### src/rtl/fetch_pc_unit_pkg.sv
// Shared definitions for the instruction-fetch front end: default PC width
// and the fetch FSM state encodings. Optional feature macro used by the
// block: FETCH_MISALIGN_CHECK_EN.
`ifndef PC_WIDTH
`define PC_WIDTH 32
`endif

package fetch_pc_unit_pkg;

  typedef logic [1:0] fetch_state_t;

  localparam fetch_state_t FETCH_IDLE = 2'd0;
  localparam fetch_state_t FETCH_REQ  = 2'd1;
  localparam fetch_state_t FETCH_WAIT = 2'd2;
  localparam fetch_state_t FETCH_DROP = 2'd3;

endpackage

### src/rtl/fetch_skid_buf.sv
// One-entry holding buffer for {instr, pc}. Catches a fetch response that
// arrives while the IF/ID register is frozen by a stall. Flush wins over
// load, load wins over drain.
module fetch_skid_buf
  import fetch_pc_unit_pkg::*;
#(
  parameter int PC_WIDTH = 32,
  parameter int IWIDTH   = 32
) (
  input  logic                clk_i,
  input  logic                rst_n_i,
  input  logic                flush_i,
  input  logic                load_i,
  input  logic                drain_i,
  input  logic [IWIDTH-1:0]   instr_i,
  input  logic [PC_WIDTH-1:0] pc_i,
  output logic                valid_o,
  output logic [IWIDTH-1:0]   instr_o,
  output logic [PC_WIDTH-1:0] pc_o
);

  logic                valid_q, valid_d;
  logic [IWIDTH-1:0]   instr_q, instr_d;
  logic [PC_WIDTH-1:0] pc_q, pc_d;

  // Next-state selection for the single entry.
  always_comb begin
    valid_d = valid_q;
    instr_d = instr_q;
    pc_d    = pc_q;
    if (flush_i) begin
      valid_d = 1'b0;
    end else if (load_i) begin
      valid_d = 1'b1;
      instr_d = instr_i;
      pc_d    = pc_i;
    end else if (drain_i) begin
      valid_d = 1'b0;
    end
  end

  // Entry storage with synchronous active-low reset.
  always_ff @(posedge clk_i) begin
    if (!rst_n_i) begin
      valid_q <= 1'b0;
      instr_q <= '0;
      pc_q    <= '0;
    end else begin
      valid_q <= valid_d;
      instr_q <= instr_d;
      pc_q    <= pc_d;
    end
  end

  assign valid_o = valid_q;
  assign instr_o = instr_q;
  assign pc_o    = pc_q;

endmodule

### src/rtl/fetch_pc_unit.sv
// Instruction-fetch front end: owns the PC, keeps at most one imem request
// outstanding, and presents {instr, pc, pc+4} to IF/ID. An EX redirect
// withdraws pending work and drops any wrong-path response still in flight.
// Optional feature: define FETCH_MISALIGN_CHECK_EN to trap misaligned
// redirect targets instead of silently clearing the low address bits.
`ifndef PC_WIDTH
`define PC_WIDTH 32
`endif

module fetch_pc_unit
  import fetch_pc_unit_pkg::*;
#(
  parameter int                  PC_WIDTH = `PC_WIDTH,
  parameter int                  IWIDTH   = 32,
  parameter logic [PC_WIDTH-1:0] RESET_PC = '0
) (
  input  logic                f_i_clk,
  input  logic                f_i_rst_n,
  input  logic                f_i_change_pc,
  input  logic [PC_WIDTH-1:0] f_i_alu_pc,
  input  logic                f_i_stall,
  output logic                f_o_imem_req_valid,
  output logic [PC_WIDTH-1:0] f_o_imem_addr,
  input  logic                f_i_imem_req_ready,
  input  logic                f_i_imem_rsp_valid,
  input  logic [IWIDTH-1:0]   f_i_imem_rsp_data,
  output logic                f_o_valid,
  output logic [IWIDTH-1:0]   f_o_instr,
  output logic [PC_WIDTH-1:0] f_o_pc,
  output logic [PC_WIDTH-1:0] f_o_pc_plus4
`ifdef FETCH_MISALIGN_CHECK_EN
  ,
  output logic                f_o_misalign
`endif
);

  localparam logic [PC_WIDTH-1:0] PC_STEP    = PC_WIDTH'(4);
  localparam logic [PC_WIDTH-1:0] ALIGN_MASK = ~PC_WIDTH'(3);

  fetch_state_t        state_q, state_d;
  logic [PC_WIDTH-1:0] pc_q, pc_d, pc_next;
  logic                out_valid_q, out_valid_d;
  logic [IWIDTH-1:0]   out_instr_q, out_instr_d;
  logic [PC_WIDTH-1:0] out_pc_q, out_pc_d;
  logic [PC_WIDTH-1:0] out_pc4_q, out_pc4_d;

  logic                hold, rsp_in_wait, issue, outstanding;
  logic                bad_target, misalign_flag;
  logic [PC_WIDTH-1:0] target;

  logic                skid_valid, skid_load, skid_drain;
  logic [IWIDTH-1:0]   skid_instr;
  logic [PC_WIDTH-1:0] skid_pc;

`ifdef FETCH_MISALIGN_CHECK_EN
  logic misalign_q, misalign_d;

  assign bad_target    = |f_i_alu_pc[1:0];
  assign target        = f_i_alu_pc;
  assign misalign_flag = misalign_q;
  assign f_o_misalign  = misalign_q;

  // Flag is (re)evaluated only on a redirect, so it sticks until the next one.
  always_comb begin
    misalign_d = misalign_q;
    if (f_i_change_pc) misalign_d = bad_target;
  end

  // Misalignment flag register.
  always_ff @(posedge f_i_clk) begin
    if (!f_i_rst_n) misalign_q <= 1'b0;
    else            misalign_q <= misalign_d;
  end
`else
  assign bad_target    = 1'b0;
  assign target        = f_i_alu_pc & ALIGN_MASK;
  assign misalign_flag = 1'b0;
`endif

  fetch_skid_buf #(
    .PC_WIDTH (PC_WIDTH),
    .IWIDTH   (IWIDTH)
  ) u_skid (
    .clk_i   (f_i_clk),
    .rst_n_i (f_i_rst_n),
    .flush_i (f_i_change_pc),
    .load_i  (skid_load),
    .drain_i (skid_drain),
    .instr_i (f_i_imem_rsp_data),
    .pc_i    (pc_q),
    .valid_o (skid_valid),
    .instr_o (skid_instr),
    .pc_o    (skid_pc)
  );

  // Request generation. In WAIT the next request is chained combinationally
  // off the response, so its address is already pc+4.
  always_comb begin
    hold        = f_i_stall & out_valid_q;
    pc_next     = pc_q + PC_STEP;
    rsp_in_wait = (state_q == FETCH_WAIT) & f_i_imem_rsp_valid;
    outstanding = ((state_q == FETCH_WAIT) | (state_q == FETCH_DROP)) & ~f_i_imem_rsp_valid;
    issue       = 1'b0;
    case (state_q)
      FETCH_REQ:  issue = ~skid_valid;
      FETCH_WAIT: issue = rsp_in_wait & ~hold & ~skid_valid;
      default:    issue = 1'b0;
    endcase
    issue              = issue & ~f_i_change_pc;
    f_o_imem_req_valid = issue;
    f_o_imem_addr      = (state_q == FETCH_WAIT) ? pc_next : pc_q;
  end

  // FSM, PC and IF/ID register next state; redirect overrides everything.
  always_comb begin
    state_d     = state_q;
    pc_d        = pc_q;
    out_valid_d = out_valid_q;
    out_instr_d = out_instr_q;
    out_pc_d    = out_pc_q;
    out_pc4_d   = out_pc4_q;
    skid_load   = 1'b0;
    skid_drain  = 1'b0;

    // Anything not held is taken by IF/ID this cycle.
    if (!hold) out_valid_d = 1'b0;

    if (skid_valid && !f_i_stall) begin
      out_valid_d = 1'b1;
      out_instr_d = skid_instr;
      out_pc_d    = skid_pc;
      out_pc4_d   = skid_pc + PC_STEP;
      skid_drain  = 1'b1;
    end

    case (state_q)
      FETCH_IDLE: if (!misalign_flag) state_d = FETCH_REQ;
      FETCH_REQ:  if (issue && f_i_imem_req_ready) state_d = FETCH_WAIT;
      FETCH_WAIT: begin
        if (rsp_in_wait) begin
          pc_d = pc_next;
          if (hold) begin
            skid_load = 1'b1;
          end else begin
            out_valid_d = 1'b1;
            out_instr_d = f_i_imem_rsp_data;
            out_pc_d    = pc_q;
            out_pc4_d   = pc_next;
          end
          state_d = (issue && f_i_imem_req_ready) ? FETCH_WAIT : FETCH_REQ;
        end
      end
      FETCH_DROP: if (f_i_imem_rsp_valid) state_d = misalign_flag ? FETCH_IDLE : FETCH_REQ;
      default:    state_d = FETCH_IDLE;
    endcase

    if (f_i_change_pc) begin
      pc_d        = target;
      out_valid_d = 1'b0;
      skid_load   = 1'b0;
      skid_drain  = 1'b0;
      // A wrong-path response still in flight must be swallowed first, even
      // for a trapped target; DROP then parks in IDLE while the flag is set.
      if (outstanding)     state_d = FETCH_DROP;
      else if (bad_target) state_d = FETCH_IDLE;
      else                 state_d = FETCH_REQ;
    end
  end

  // State registers with synchronous active-low reset.
  always_ff @(posedge f_i_clk) begin
    if (!f_i_rst_n) begin
      state_q     <= FETCH_IDLE;
      pc_q        <= RESET_PC;
      out_valid_q <= 1'b0;
      out_instr_q <= '0;
      out_pc_q    <= '0;
      out_pc4_q   <= '0;
    end else begin
      state_q     <= state_d;
      pc_q        <= pc_d;
      out_valid_q <= out_valid_d;
      out_instr_q <= out_instr_d;
      out_pc_q    <= out_pc_d;
      out_pc4_q   <= out_pc4_d;
    end
  end

  assign f_o_valid    = out_valid_q;
  assign f_o_instr    = out_instr_q;
  assign f_o_pc       = out_pc_q;
  assign f_o_pc_plus4 = out_pc4_q;

endmodule
### config.mk
export PLATFORM = sky130hd
export DESIGN_NAME = fetch_pc_unit
export DESIGN_NICKNAME = d
export VERILOG_FILES = /design/src/rtl/fetch_pc_unit_pkg.sv /design/src/rtl/fetch_skid_buf.sv /design/src/rtl/fetch_pc_unit.sv
export SDC_FILE = /design/constraint.sdc
export NUM_CORES = 1
export LEC_CHECK = 0
export CAP_MARGIN = 10
export CORE_MARGIN = 2
export CORE_UTILIZATION = 47
export DETAILED_ROUTE_END_ITERATION = 8
export DONT_BUFFER_PORTS = 1
export GPL_TIMING_DRIVEN = 0
export SLEW_MARGIN = 20
export SYNTH_ARGS = -nofsm -noshare
export SYNTH_HDL_FRONTEND = slang
export SYNTH_SLANG_ARGS = --single-unit
### constraint.sdc
create_clock -name f_i_clk -period 2.5 [get_ports f_i_clk]
set_clock_uncertainty 0.1 [all_clocks]
set_input_delay 0.25 -clock f_i_clk [delete_from_list [all_inputs] [get_ports f_i_clk]]
set_output_delay 0.25 -clock f_i_clk [all_outputs]
set_load 0.01 [all_outputs]
==> results.py <==
metrics = {
    "run_status": {
        "outcome": "finished, violations left",
        "violations": "negative setup slack",
    },
    "cts": {
        "cts_buffers": 17,
        "clk_latency_ns": 0.44,
        "cts_tree": "done",
        "clk_pin_slew_ns": 0.07,
        "root_buffer": "clkbuf_16",
        "htreeDepth": 4,
        "clockBufferDepth": 2,
        "clock_sinks": 192,
    },
    "worst_setup_path": {
        "cp-start-kind": "flop",
        "r2r_slack_ns": 0.04,
        "cp.arrival_ns": 2.18,
        "end_kind": "output pin",
        "critical_path_class": "flop to output pin",
        "cp.required_ns": 2.15,
        "worstPathMaxFanout": 7,
    },
    "floorplan": {
        "ioPinCount": 200,
        "fp.dieArea_um2": 22400,
        "floorplan.initialDensity_pct": 47.7,
        "die-width_um": 150,
        "core_area_um2": 20900,
        "rows": 53,
        "dieHeight_um": 150,
    },
    "sta": {
        "tightest_slew_ns": 0.739,
        "drv_slew": 0,
        "min_period_ns": 2.53,
        "period_share_pct": 101,
        "fin_ws_ns": -0.0303,
        "relSlewSlack_pct": 50.7,
        "finalSetupViolCount": 4,
        "fmax_ghz": 0.395,
        "whs_ns": 0.00319,
        "grt_setup_unrepaired": "yes",
        "finalHoldViolCount": 0,
    },
    "placed_design": {
        "io_buffers": 0,
        "post-place-cells": 1530,
        "dpl.hpwl_mm": 24.2,
        "dp_slack_ns": -0.716,
        "gp_congestion": 0.899,
    },
    "detailed_routing": {
        "avgViaCountPerCell": 5.81,
        "wl_mm": 35.1,
        "drc": 0,
        "ant_nets": 0,
        "wl_per_cell_um": 21.2,
        "drt_iter0_markers": 817,
        "dr.pass1.iters": 5,
        "vias": 9637,
    },
    "pwr": {
        "finalPower_uw": 7030,
        "max-vdd-ir-drop_uv": 472,
        "power.density_nw_per_um2": 564,
        "power.leakage_uw": 0.00505,
    },
    "logic_synthesis": {
        "ys_warn_count": 0,
        "postSynthCellCount": 1254,
        "syn_area_per_cell_um2": 7.95,
        "ys_async_sr_fraction_pct": 0,
        "ys.flop_type": "dfxtp_1",
        "seq_area_frac_synth_pct": 38.6,
        "synth_edf_count": 0,
        "ys_seq_elements": 192,
        "netlist_area_um2": 9970,
        "synth_cell_types": 55,
    },
    "final_layout": {
        "nets": 1445,
        "drive_gt1_share_pct": 15.2,
        "area_delta_synth_final_pct": 25.0,
        "final_util_pct": 59.7,
        "final_cell_count_no_fill": 1658,
    },
    "global_route": {
        "grt_first_pass_wirelength_mm": 52.2,
        "grt_pass1_vias": 9010,
        "antenna_found_initial": 0,
        "grt.overflow.total": 0,
        "grt.total_usage_pct": 30.6,
        "grt_max_degree": 17,
    },
    "run": {
        "max_cap_viol_count": 0,
    },
    "worst_hold_path": {
        "hp-class": "primary input to flop",
    },
}
final cells by class:
type	count	area (um2)
clock inverter	11	200
antenna	1	2.50
sequential	192	3870
clock buffer	20	447
timing repair buffer	110	998
fill	1917	8430
buffer	115	647
inverter	8	30.0
tap	275	344
multi-input combinational	926	5930
critical path, cell delays in order, from the launching register on:
cell	delay, ns
dfxtp_2	0.36
ha_4	0.16
nand3_4	0.09
buf_6	0.14
nor4_4	0.31
and2_4	0.27
buf_4	0.14
nand2b_4	0.07
xnor2_4	0.19
sequential cells by signal (all words and copies together), names as in the netlist:
signal          count
f_o_pc             32
state_q             2
u_skid.instr_o     32
f_o_valid           1
u_skid.pc_o        30
pc_q               30
f_o_pc_plus4       32
f_o_instr          32
u_skid.valid_o      1
repair_timing:
action / CTS / global route
buffers inserted: 22 / 25
resized for setup: 91 / 73
hold endpoints to repair: 95 / 0
cloned: 0 / 1
hold buffers: 62 / 0
pin swaps: 12 / 21
endpoints found under the setup margin: 202 / 179
per-layer routing:
layer,share of wire (%),track usage [%],up-vias
met4,3.0,11.2,0
met5,0,0,-
met3,9.5,8.17,66
li1,-,-,4525
met2,45,47.3,440
met1,42,41.0,4606
Yosys cell counts, types with 11 or more instances:
master,count,area share (%)
a21oi_1,30,1.5
nor3_1,17,0.85
o21ai_0,47,2.4
buf_2,14,0.70
nand2_1,330,12
a221oi_1,11,0.97
nand4_1,13,0.82
and2_1,14,0.88
nand3_1,89,4.5
o211a_1,63,6.3
dfxtp_1,192,39
nor4_1,19,1.2
clkbuf_1,94,3.5
a21boi_0,63,4.7
xnor2_1,84,7.4
and3_1,19,1.2
xor2_1,23,2.0
nor2_1,22,0.83
o211ai_1,12,0.90
cells in the final DEF (no fill, tap or decap), types with 13 or more instances in the layout:
master,Yosys,final
nand4_1,13,13
nor4_1,19,13
o21ai_0,47,47
a21boi_0,63,63
nand3_1,89,82
buf_6,5,17
xor2_1,23,22
nand2_1,330,327
xnor2_1,84,70
dlygate4sd3_1,0,62
clkbuf_16,0,17
dfxtp_1,192,180
a21oi_1,30,29
and3_1,19,16
clkbuf_2,0,25
o211a_1,63,63
buf_4,9,51
clkbuf_1,94,56
nor2_1,22,19
nor3_1,17,15
kinds of logic (layout without fill, tap and decap cells):
| logic type | Yosys count | count (layout) | share of synthesized area, % |
|---|---|---|---|
| compound gates | 251 | 251 | 18.8 |
| other cells | 1 | 3 | 0.0376 |
| fa+ha+maj | 5 | 5 | 0.628 |
| simple gates | 557 | 557 | 26.0 |
| mux | 4 | 4 | 0.414 |
| xor+xnor | 107 | 107 | 9.40 |
| buf+inv | 137 | 264 | 6.21 |
| flops | 192 | 192 | 38.6 |
power by group:
| group | internal [uW] | switching [uW] |
|---|---|---|
| clock | 1810 | 1280 |
| sequential | 3140 | 98.3 |
| combinational | 312 | 393 |
path summary, 6_finish.rpt:
kind                                         start            endpoint  cells past startpoint
worst max register to register          state_q[0]    f_o_pc_plus4[17]                      7
worst min-delay path            f_i_imem_req_ready          state_q[0]                      3
worst min register to register  u_skid.instr_o[10]  u_skid.instr_o[10]                      2
worst max-delay path                       pc_q[2]   f_o_imem_addr[24]                      8
per-stage QoR:
stage | cell area [um2] | setup TNS [ns]
floorplan | 9970 | 0
global placement | 10300 | -55.31
detailed placement | 10300 | -52.52
CTS | 12100 | -0.0909
global route | 12500 | -0.950
finish | 12500 | -0.0689
No activity file was read; power rests on OpenSTA's default activity.
